--- src/rtl/pe0_writeback_if.sv ---
// PE0 write-back bundle: batch control, issue tracking, PE0 result and memory write port.
interface pe0_writeback_if #(
  parameter int DATA_WIDTH = 24,
  parameter int ADDR_WIDTH = 7
);
  logic                  start;
  logic                  KD_mode;
  logic                  sel_1;
  logic [7:0]            num_ops;
  logic                  issue_valid;
  logic [ADDR_WIDTH-1:0] issue_addr;
  logic [DATA_WIDTH-1:0] PE0_out;
  logic                  wr_en;
  logic [ADDR_WIDTH-1:0] wr_addr;
  logic [DATA_WIDTH-1:0] wr_data;
  logic                  wr_kd;
  logic                  busy;
  logic                  done;
  logic                  err;

  modport master (
    output start, KD_mode, sel_1, num_ops, issue_valid, issue_addr, PE0_out,
    input  wr_en, wr_addr, wr_data, wr_kd, busy, done, err
  );

  modport slave (
    input  start, KD_mode, sel_1, num_ops, issue_valid, issue_addr, PE0_out,
    output wr_en, wr_addr, wr_data, wr_kd, busy, done, err
  );
endinterface

--- src/rtl/pe0_writeback.sv ---
// Tracks PE0 issues through a latency-matched delay line and turns each into one
// coefficient-memory write; batches are framed by start/num_ops.
module pe0_writeback #(
  parameter int DATA_WIDTH = 24,
  parameter int ADDR_WIDTH = 7,
  parameter int LAT_NTT    = 4,
  parameter int LAT_INTT   = 6
) (
  input logic          clk,
  input logic          rst,
  pe0_writeback_if.slave bus
);

  typedef enum logic [1:0] {S_IDLE, S_RUN, S_DRAIN, S_DONE} state_t;

  state_t                state_q, state_d;
  logic                  kd_q, kd_d, sel_q, sel_d, err_q, err_d;
  logic [7:0]            num_q, num_d;
  logic [8:0]            issued_q, issued_d, retired_q, retired_d, total;
  logic [LAT_INTT-1:0]   vld_q, vld_d;
  logic [ADDR_WIDTH-1:0] addr_q [LAT_INTT];
  logic [ADDR_WIDTH-1:0] addr_d [LAT_INTT];
  logic                  start_acc, issue_acc, tap_vld;
  logic [ADDR_WIDTH-1:0] tap_addr;
  logic [DATA_WIDTH-1:0] wr_data_c;

  // State register and datapath flops
  always_ff @(posedge clk) begin
    if (rst) begin
      state_q   <= S_IDLE;
      kd_q      <= 1'b0;
      sel_q     <= 1'b0;
      err_q     <= 1'b0;
      num_q     <= '0;
      issued_q  <= '0;
      retired_q <= '0;
      vld_q     <= '0;
      for (int unsigned i = 0; i < LAT_INTT; i++) addr_q[i] <= '0;
    end else begin
      state_q   <= state_d;
      kd_q      <= kd_d;
      sel_q     <= sel_d;
      err_q     <= err_d;
      num_q     <= num_d;
      issued_q  <= issued_d;
      retired_q <= retired_d;
      vld_q     <= vld_d;
      addr_q    <= addr_d;
    end
  end

  // Datapath next-state
  always_comb begin
    start_acc = (state_q == S_IDLE) && bus.start;
    issue_acc = (state_q == S_RUN) && bus.issue_valid;
    total     = (num_q == 8'd0) ? 9'd256 : {1'b0, num_q};
    tap_vld   = sel_q ? vld_q[LAT_INTT-1]  : vld_q[LAT_NTT-1];
    tap_addr  = sel_q ? addr_q[LAT_INTT-1] : addr_q[LAT_NTT-1];

    vld_d[0]  = issue_acc;
    addr_d[0] = bus.issue_addr;
    for (int unsigned i = 1; i < LAT_INTT; i++) begin
      vld_d[i]  = vld_q[i-1];
      addr_d[i] = addr_q[i-1];
    end

    kd_d      = start_acc ? bus.KD_mode : kd_q;
    sel_d     = start_acc ? bus.sel_1   : sel_q;
    num_d     = start_acc ? bus.num_ops : num_q;
    issued_d  = start_acc ? 9'd0 : issued_q  + {8'd0, issue_acc};
    retired_d = start_acc ? 9'd0 : retired_q + {8'd0, tap_vld};
    err_d     = err_q
              | (bus.start && (state_q != S_IDLE))
              | (bus.issue_valid && (state_q != S_RUN));
  end

  // Next-state logic
  always_comb begin
    state_d = state_q;
    case (state_q)
      S_IDLE:  if (bus.start) state_d = S_RUN;
      S_RUN:   if (issue_acc && (issued_q + 9'd1 == total)) state_d = S_DRAIN;
      S_DRAIN: if (tap_vld && (retired_q + 9'd1 == total)) state_d = S_DONE;
      S_DONE:  state_d = S_IDLE;
      default: state_d = S_IDLE;
    endcase
  end

  // Outputs: write port is combinational off the selected tap
  always_comb begin
    wr_data_c   = tap_vld ? bus.PE0_out : '0;
    bus.wr_en   = tap_vld;
    bus.wr_addr = tap_vld ? tap_addr : '0;
    bus.wr_data = wr_data_c;
    bus.wr_kd   = kd_q;
    bus.busy    = (state_q == S_RUN) || (state_q == S_DRAIN);
    bus.done    = (state_q == S_DONE);
    bus.err     = err_q;
  end

endmodule

--- src/flat_wrapper.sv ---
// flat-port wrapper written by rule: the top's interface ports become plain ports
module pe0_writeback_flat 
#(
  parameter int DATA_WIDTH = 24,
  parameter int ADDR_WIDTH = 7,
  parameter int LAT_NTT    = 4,
  parameter int LAT_INTT   = 6
)
  (clk, rst, bus_start, bus_KD_mode, bus_sel_1, bus_num_ops, bus_issue_valid, bus_issue_addr, bus_PE0_out, bus_wr_en, bus_wr_addr, bus_wr_data, bus_wr_kd, bus_busy, bus_done, bus_err);
  pe0_writeback_if #(.DATA_WIDTH(DATA_WIDTH), .ADDR_WIDTH(ADDR_WIDTH)) bus_i ();
  input logic clk;
  input logic rst;
  input wire logic [$bits(bus_i.start)-1:0] bus_start;
  input wire logic [$bits(bus_i.KD_mode)-1:0] bus_KD_mode;
  input wire logic [$bits(bus_i.sel_1)-1:0] bus_sel_1;
  input wire logic [$bits(bus_i.num_ops)-1:0] bus_num_ops;
  input wire logic [$bits(bus_i.issue_valid)-1:0] bus_issue_valid;
  input wire logic [$bits(bus_i.issue_addr)-1:0] bus_issue_addr;
  input wire logic [$bits(bus_i.PE0_out)-1:0] bus_PE0_out;
  output wire logic [$bits(bus_i.wr_en)-1:0] bus_wr_en;
  output wire logic [$bits(bus_i.wr_addr)-1:0] bus_wr_addr;
  output wire logic [$bits(bus_i.wr_data)-1:0] bus_wr_data;
  output wire logic [$bits(bus_i.wr_kd)-1:0] bus_wr_kd;
  output wire logic [$bits(bus_i.busy)-1:0] bus_busy;
  output wire logic [$bits(bus_i.done)-1:0] bus_done;
  output wire logic [$bits(bus_i.err)-1:0] bus_err;
  assign bus_i.start = bus_start;
  assign bus_i.KD_mode = bus_KD_mode;
  assign bus_i.sel_1 = bus_sel_1;
  assign bus_i.num_ops = bus_num_ops;
  assign bus_i.issue_valid = bus_issue_valid;
  assign bus_i.issue_addr = bus_issue_addr;
  assign bus_i.PE0_out = bus_PE0_out;
  assign bus_wr_en = bus_i.wr_en;
  assign bus_wr_addr = bus_i.wr_addr;
  assign bus_wr_data = bus_i.wr_data;
  assign bus_wr_kd = bus_i.wr_kd;
  assign bus_busy = bus_i.busy;
  assign bus_done = bus_i.done;
  assign bus_err = bus_i.err;
  pe0_writeback #(.DATA_WIDTH(DATA_WIDTH), .ADDR_WIDTH(ADDR_WIDTH), .LAT_NTT(LAT_NTT), .LAT_INTT(LAT_INTT)) u_core (.clk(clk), .rst(rst), .bus(bus_i));
endmodule
--- config.mk ---
export PLATFORM = sky130hd
export DESIGN_NAME = pe0_writeback_flat
export DESIGN_NICKNAME = d
export VERILOG_FILES = /design/src/rtl/pe0_writeback_if.sv /design/src/rtl/pe0_writeback.sv /design/src/flat_wrapper.sv
export SDC_FILE = /design/constraint.sdc
export NUM_CORES = 1
export LEC_CHECK = 0
export BUFFER_PORTS_ARGS = -buffer_cell sky130_fd_sc_hd__buf_2
export CORE_ASPECT_RATIO = 0.6
export CORE_MARGIN = 2
export CORE_UTILIZATION = 53
export DETAILED_ROUTE_END_ITERATION = 12
export GPL_TIMING_DRIVEN = 0
export HOLD_SLACK_MARGIN = 0.08
export PLACE_DENSITY = 0.79
export SLEW_MARGIN = 25
export SYNTH_ARGS = -nofsm -noshare
export SYNTH_HDL_FRONTEND = slang
export SYNTH_SLANG_ARGS = --single-unit
--- constraint.sdc ---
create_clock -name clk -period 2.3 [get_ports clk]
set_input_delay 0.46 -clock clk [delete_from_list [all_inputs] [get_ports clk]]
set_output_delay 0.46 -clock clk [all_outputs]
set_load 0.02 [all_outputs]
**After elaboration in Yosys (flattened, before gate mapping)**

Cells that the tools add are included.

- Bitwise gates (word level): 2
- Add/sub/neg operators: 4
- Equal/unequal tests: 9
- Reduce and logical (&&, ||, !) cells: 12
- Mux-type cells: 9

Operators with widths:

| cell | count |
|---|---|
| 2-to-1 mux 24 bit | 1 |
| adder 9 x 1 -> 9 bit | 2 |
| adder 9 x 1 -> 9 bit (second input constant) | 2 |
| equality test 9 bit | 2 |
| 2-to-1 mux 7 bit | 2 |
| 2-to-1 mux 9 bit | 1 |
| zero test 8 bit | 1 |
| one-hot mux 2 bit (4 select lines) | 1 |
| logical AND 1 bit | 6 |
| 2-to-1 mux 2 bit | 3 |
| equality test 2 bit (second input constant) | 2 |
| inequality test 2 x 1 -> 1 bit (second input constant) | 2 |
| inequality test 2 bit (second input constant) | 2 |
| AND reduction 3 bit | 1 |
| equality test 2 x 1 -> 1 bit (second input constant) | 1 |
| zero test 2 bit | 1 |
| OR 1 bit | 2 |
| nonzero test 2 bit | 1 |
| OR reduction 2 bit | 1 |
| logical OR 1 bit | 1 |
| 2-to-1 mux 1 bit | 1 |

- Logic and storage cells: 50
- Input port bits: 45
- Register bits: 79

**Logic depth before layout (Yosys ltp)**

- Depth after elaboration: 6
- Gate-level depth with buffers: 9
- Mapped depth without buffers: 9

**Least setup slack after synthesis**

No wires, ideal clock.

- Path type: flip-flop to flip-flop
- From: register u_core.num_q[0]
- To: register u_core.state_q[0]
- Clock period less this slack: 2.103 ns
- Arrival time: 1.988 ns
- Data required time: 2.185 ns
- Cell stages (with the launch flop): 8
- Setup slack: 0.197 ns
- Buffers on the path: 0
- Path through: dfxtp_1 -> or4_1 -> nor2_4 -> xnor2_1 -> xnor2_1 -> o41a_1 -> o31a_1 -> o21a_1

- Word-level cells in the longest chain between the ends: 6

Ends and longest elaborated chain:

| what | line | source |
|---|---|---|
| start, declared | pe0_writeback.sv:18 | `logic [7:0] num_q, num_d;` |
| start signal, assigned | pe0_writeback.sv:44 | `num_q <= num_d;` |
| zero test 8 bit | pe0_writeback.sv:56 | `total = (num_q == 8'd0) ? 9'd256 : {1'b0, num_q};` |
| 2-to-1 mux 9 bit * | pe0_writeback.sv:56 |  |
| equality test 9 bit (on tied branches) | pe0_writeback.sv:82, pe0_writeback.sv:83 |  |
| logical AND 1 bit (on tied branches) | pe0_writeback.sv:82, pe0_writeback.sv:83 |  |
| inequality test 2 bit (no line) / inequality test 2 x 1 -> 1 bit (equally long branches) | - |  |
| AND reduction 3 bit (no line) * | - |  |
| end signal, assigned | pe0_writeback.sv:40 | `state_q <= state_d;` |
| end, declared | pe0_writeback.sv:16 | `state_t state_q, state_d;` |

Every way passes the cells marked *; elsewhere a longest branch is shown, timed or not.
A chain may end at the register's enable or synchronous reset.

**Worst setup path after layout**

- From: register u_core.num_q[6]
- To: register u_core.state_q[0]

Same word-level chain as after synthesis.

==> results.cfg <==
[run_status]
status = complete, no violations

[synthesis]
post_synth_instance_area_mm2 = 0.003369
synth_fp_nets = 419
synth-warning-count = 0
ys_seq_area_share_pct = 46.94
post_synthesis_register_bit_count = 79
synth.lib_cells_used.distinct = 41
synthArstFlopShare_pct = 0
syn-mean-instance-area_um2 = 9.257
synth_enable_flop_cells = 0
synthFlopType = sky130_fd_sc_hd__dfxtp_1
post_synth_inst_count = 364

[worst_hold_path]
timing.hold.worst.class = in -> reg

[run]
maxCapViolations = 0

[clocking]
cts_tree = built
ctsLongestPathBuffers = 2
cts_inserted_buffers = 9
cts.sink_count = 79
clk_pin_slew_ns = 0.08
ctsHtreeMaxLevel = 3
ctsHoldBuffers = 0
root_buffer = sky130_fd_sc_hd__clkbuf_8
clk_latency_ns = 0.35

[finish]
synthToLayoutAreaGrowth_pct = 22.43
design.final.nets = 510
antenna-diode-count = 0
finish.instance_area_mm2 = 0.004125
fraction_of_layout_instances_using_a_drive_strength_above_1_pct = 26.30

[timing]
postLayoutSetupSlackWorst_ns = 0.07427
period_utilization_pct = 96.77
fin_crit_ns = 2.226
tightest_slew_ns = 0.5820
unrepaired_setup_endpoints_after_global_routing = true
final_setup_violations = 0
worst_hold_slack_across_all_endpoints_ns = 0.3203
achievable_frequency_mhz = 449.3
slew_headroom_pct = 61.20
drv_slew = 0
clock_skew_ns = 0.005824
final_hold_viol_count = 0

[global_route]
grt_antenna_before_repair = 0
via_count_of_the_first_global_routing_pass = 2527
grt_start_max_net_pins = 14
grtUsageTotal_pct = 21.47
grt.overflow.total = 0
grt_pass1_wl_um = 11400

[floorplan]
die_width_um = 106.9
dieArea_mm2 = 0.007032
design.portCount = 81
initial_utilization_pct = 54.89
placementRows = 22
floorplan.core_area_mm2 = 0.006138
dieHeight_um = 65.76

[critical_path]
required_ns = 2.55
start_kind = flip-flop
timing.critical_path.slowest_stage_cell = sky130_fd_sc_hd__or4_4
timing.critical_path.to_type = flip-flop
cp_common_cell = sky130_fd_sc_hd__xnor2_1
critPathArrivalTime_ns = 2.47
critical_path_peak_fanout = 4
worst_setup_path_type = reg -> reg
timing.critical_path.max_delay_family = compound AO/OA/AOI/OAI gates
critical_path.cell_chain = or4_4, nor2_4, xnor2_1, xnor2_1, o41a_1, o31a_1, o21a_1
cp_num_buf_inv = 0
cpPeakStageDelay_ns = 0.52

[pwr]
vdd_ir_drop_max_uv = 644.4
power.density_mw_per_mm2 = 791.2
internal_power_uw = 2305
combinationalPowerShare_pct = 21.0
static_leak_uw = 0.001754
netSwitchingFraction_pct = 29.36
p_clk_share_pct = 32.3
power_switching_uw = 958.4
pwr-share-seq_pct = 46.6

[route]
drc = 0
ant_nets = 0
number_of_violations_reported_at_the_end_of_detailed_routing_iteration_0 = 150
avgRoutedWirePerCell_um = 13.14
vias = 2755
detail_route.first_pass.iterations = 5
drt-vias-per-instance = 5.064
routed_wl_um = 7150

[placed_design]
globalplace.congestion = 0.8390
post-dp-hpwl_um = 5332
port_buffers = 80
placed_cell_area_mm2 = 0.003875
dp_worst_setup_slack_ns = 0.002770
## cells by family (layout without fill, tap and decap cells)
group	Yosys count	after routing	share of synthesized area (%)
simple gates	169	169	27.37
flops	79	79	46.94
compound gates	40	40	7.613
xor+xnor	32	32	8.318
buf+inv	25	121	3.379
fa+ha+maj	10	10	3.713
mux	9	9	2.674
## metal layers
metal	GRT usage [%]	routed length, um
met1	27.87	3264
met2	34.16	3101
met3	7.143	695
met4	6.656	88
met5	0	0
## worst reg2reg max path, stage by stage, from the launching register on
cell,delay [ns]
sky130_fd_sc_hd__dfxtp_1,0.39
sky130_fd_sc_hd__or4_4,0.52
sky130_fd_sc_hd__nor2_4,0.17
sky130_fd_sc_hd__xnor2_1,0.15
sky130_fd_sc_hd__xnor2_1,0.11
sky130_fd_sc_hd__o41a_1,0.45
sky130_fd_sc_hd__o31a_1,0.25
sky130_fd_sc_hd__o21a_1,0.10
## stage by stage
stage / instances / setup TNS (ns) / power [uW] / utilization [%]
4_1_cts: 545 / 0 / 3263 / 66.96
3_3_place_gp: 528 / 0 / 2176 / 63.13
6_report: 544 / 0 / 3264 / 67.20
2_1_floorplan: 364 / 0 / 2008 / -
3_5_place_dp: 528 / 0 / 2200 / 63.13
5_1_grt: 544 / -0.006731 / 3417 / 67.20
## final timing paths
| path | from | endpoint | slack (ns) | depth (start not counted) |
|---|---|---|---|---|
| setup / recovery | u_core.num_q[6]$_SDFFE_PP0P_ | u_core.state_q[0]$_SDFFE_PP0P_ | 0.07 | 7 |
| hold / removal | bus_issue_addr[0] | u_core.addr_d[28]$_SDFF_PP0_ | 0.32 | 2 |
| setup reg to reg | u_core.num_q[6]$_SDFFE_PP0P_ | u_core.state_q[0]$_SDFFE_PP0P_ | 0.07 | 7 |
| hold reg to reg | u_core.vld_q[1]$_SDFF_PP0_ | u_core.vld_q[2]$_SDFF_PP0_ | 0.44 | 1 |
## cells in the mapped netlist, types with 5 or more instances
| library cell | n | area share, % |
|---|---|---|
| sky130_fd_sc_hd__dfxtp_1 | 79 | 47 |
| sky130_fd_sc_hd__nor2b_1 | 72 | 13 |
| sky130_fd_sc_hd__nand2_1 | 33 | 3.7 |
| sky130_fd_sc_hd__nor2_1 | 26 | 2.9 |
| sky130_fd_sc_hd__xnor2_1 | 20 | 5.2 |
| sky130_fd_sc_hd__a21oi_1 | 18 | 2.7 |
| sky130_fd_sc_hd__clkbuf_1 | 13 | 1.4 |
| sky130_fd_sc_hd__xor2_1 | 12 | 3.1 |
| sky130_fd_sc_hd__ha_1 | 10 | 3.7 |
| sky130_fd_sc_hd__nand3_1 | 10 | 1.5 |
| sky130_fd_sc_hd__mux2i_1 | 9 | 2.7 |
| sky130_fd_sc_hd__inv_1 | 8 | 0.89 |
| sky130_fd_sc_hd__o21ai_0 | 7 | 1.0 |
| sky130_fd_sc_hd__nor3_1 | 6 | 0.89 |
| sky130_fd_sc_hd__nand4_1 | 5 | 0.93 |
## power by group through the flow
| stage | combinational (uW) | sequential (uW) | clock [uW] |
|---|---|---|---|
| 3_5_place_dp | 654 | 1550 | 0 |
| 4_1_cts | 681 | 1520 | 1070 |
| 3_3_place_gp | 632 | 1540 | 0 |
| 6_report | 687 | 1520 | 1050 |
| 2_1_floorplan | 474 | 1530 | 0 |
| 5_1_grt | 755 | 1530 | 1130 |
## registers in the layout, indices dropped and copies added (netlist names)
register / count
u_core.issued_q: 9
u_core.state_q: 2
u_core.sel_q: 1
u_core.retired_q: 9
u_core.num_q: 8
u_core.bus.wr_kd: 1
u_core.bus.err: 1
u_core.vld_q: 6
u_core.addr_q: 7
u_core.addr_d: 35
## cells in the final DEF, fill, tap and decap left out, types with 2 or more instances in the layout
master and instances:
sky130_fd_sc_hd__dfxtp_1 74, sky130_fd_sc_hd__a21oi_1 18, sky130_fd_sc_hd__buf_2 80, sky130_fd_sc_hd__clkbuf_4 3, sky130_fd_sc_hd__inv_1 8, sky130_fd_sc_hd__o21a_1 3
sky130_fd_sc_hd__mux2i_1 8, sky130_fd_sc_hd__nand3_1 10, sky130_fd_sc_hd__and2_1 2, sky130_fd_sc_hd__nand4_1 5, sky130_fd_sc_hd__dfxtp_2 5, sky130_fd_sc_hd__clkbuf_8 11
sky130_fd_sc_hd__clkbuf_1 9, sky130_fd_sc_hd__buf_4 3, sky130_fd_sc_hd__nor3_1 6, sky130_fd_sc_hd__clkinv_2 2, sky130_fd_sc_hd__buf_6 2, sky130_fd_sc_hd__xor2_1 12
sky130_fd_sc_hd__and3_1 4, sky130_fd_sc_hd__nor2b_1 72, sky130_fd_sc_hd__ha_1 10, sky130_fd_sc_hd__xnor2_1 20, sky130_fd_sc_hd__or3_1 4, sky130_fd_sc_hd__nor2_1 25
sky130_fd_sc_hd__o21ai_0 7, sky130_fd_sc_hd__nand2_1 33, sky130_fd_sc_hd__or4_4 2
## layout make-up
class	count	area, um2
fillers	515	2013
multi-input cells	260	1693
repair buffers	81	407.9
flip-flops and latches	79	1588
plain buffers	16	93.84
inverters	8	30.03
well taps	84	105.1
clock inverters	5	56.30
clock buffers	11	151.4
## what timing repair did
action	CTS	global route
endpoints found under the hold margin	0	0
pin swaps	3	4
buffers inserted	1	0
gates resized for setup	6	14
setup endpoints to repair	31	32
No activity file was read; power rests on OpenSTA's default activity.
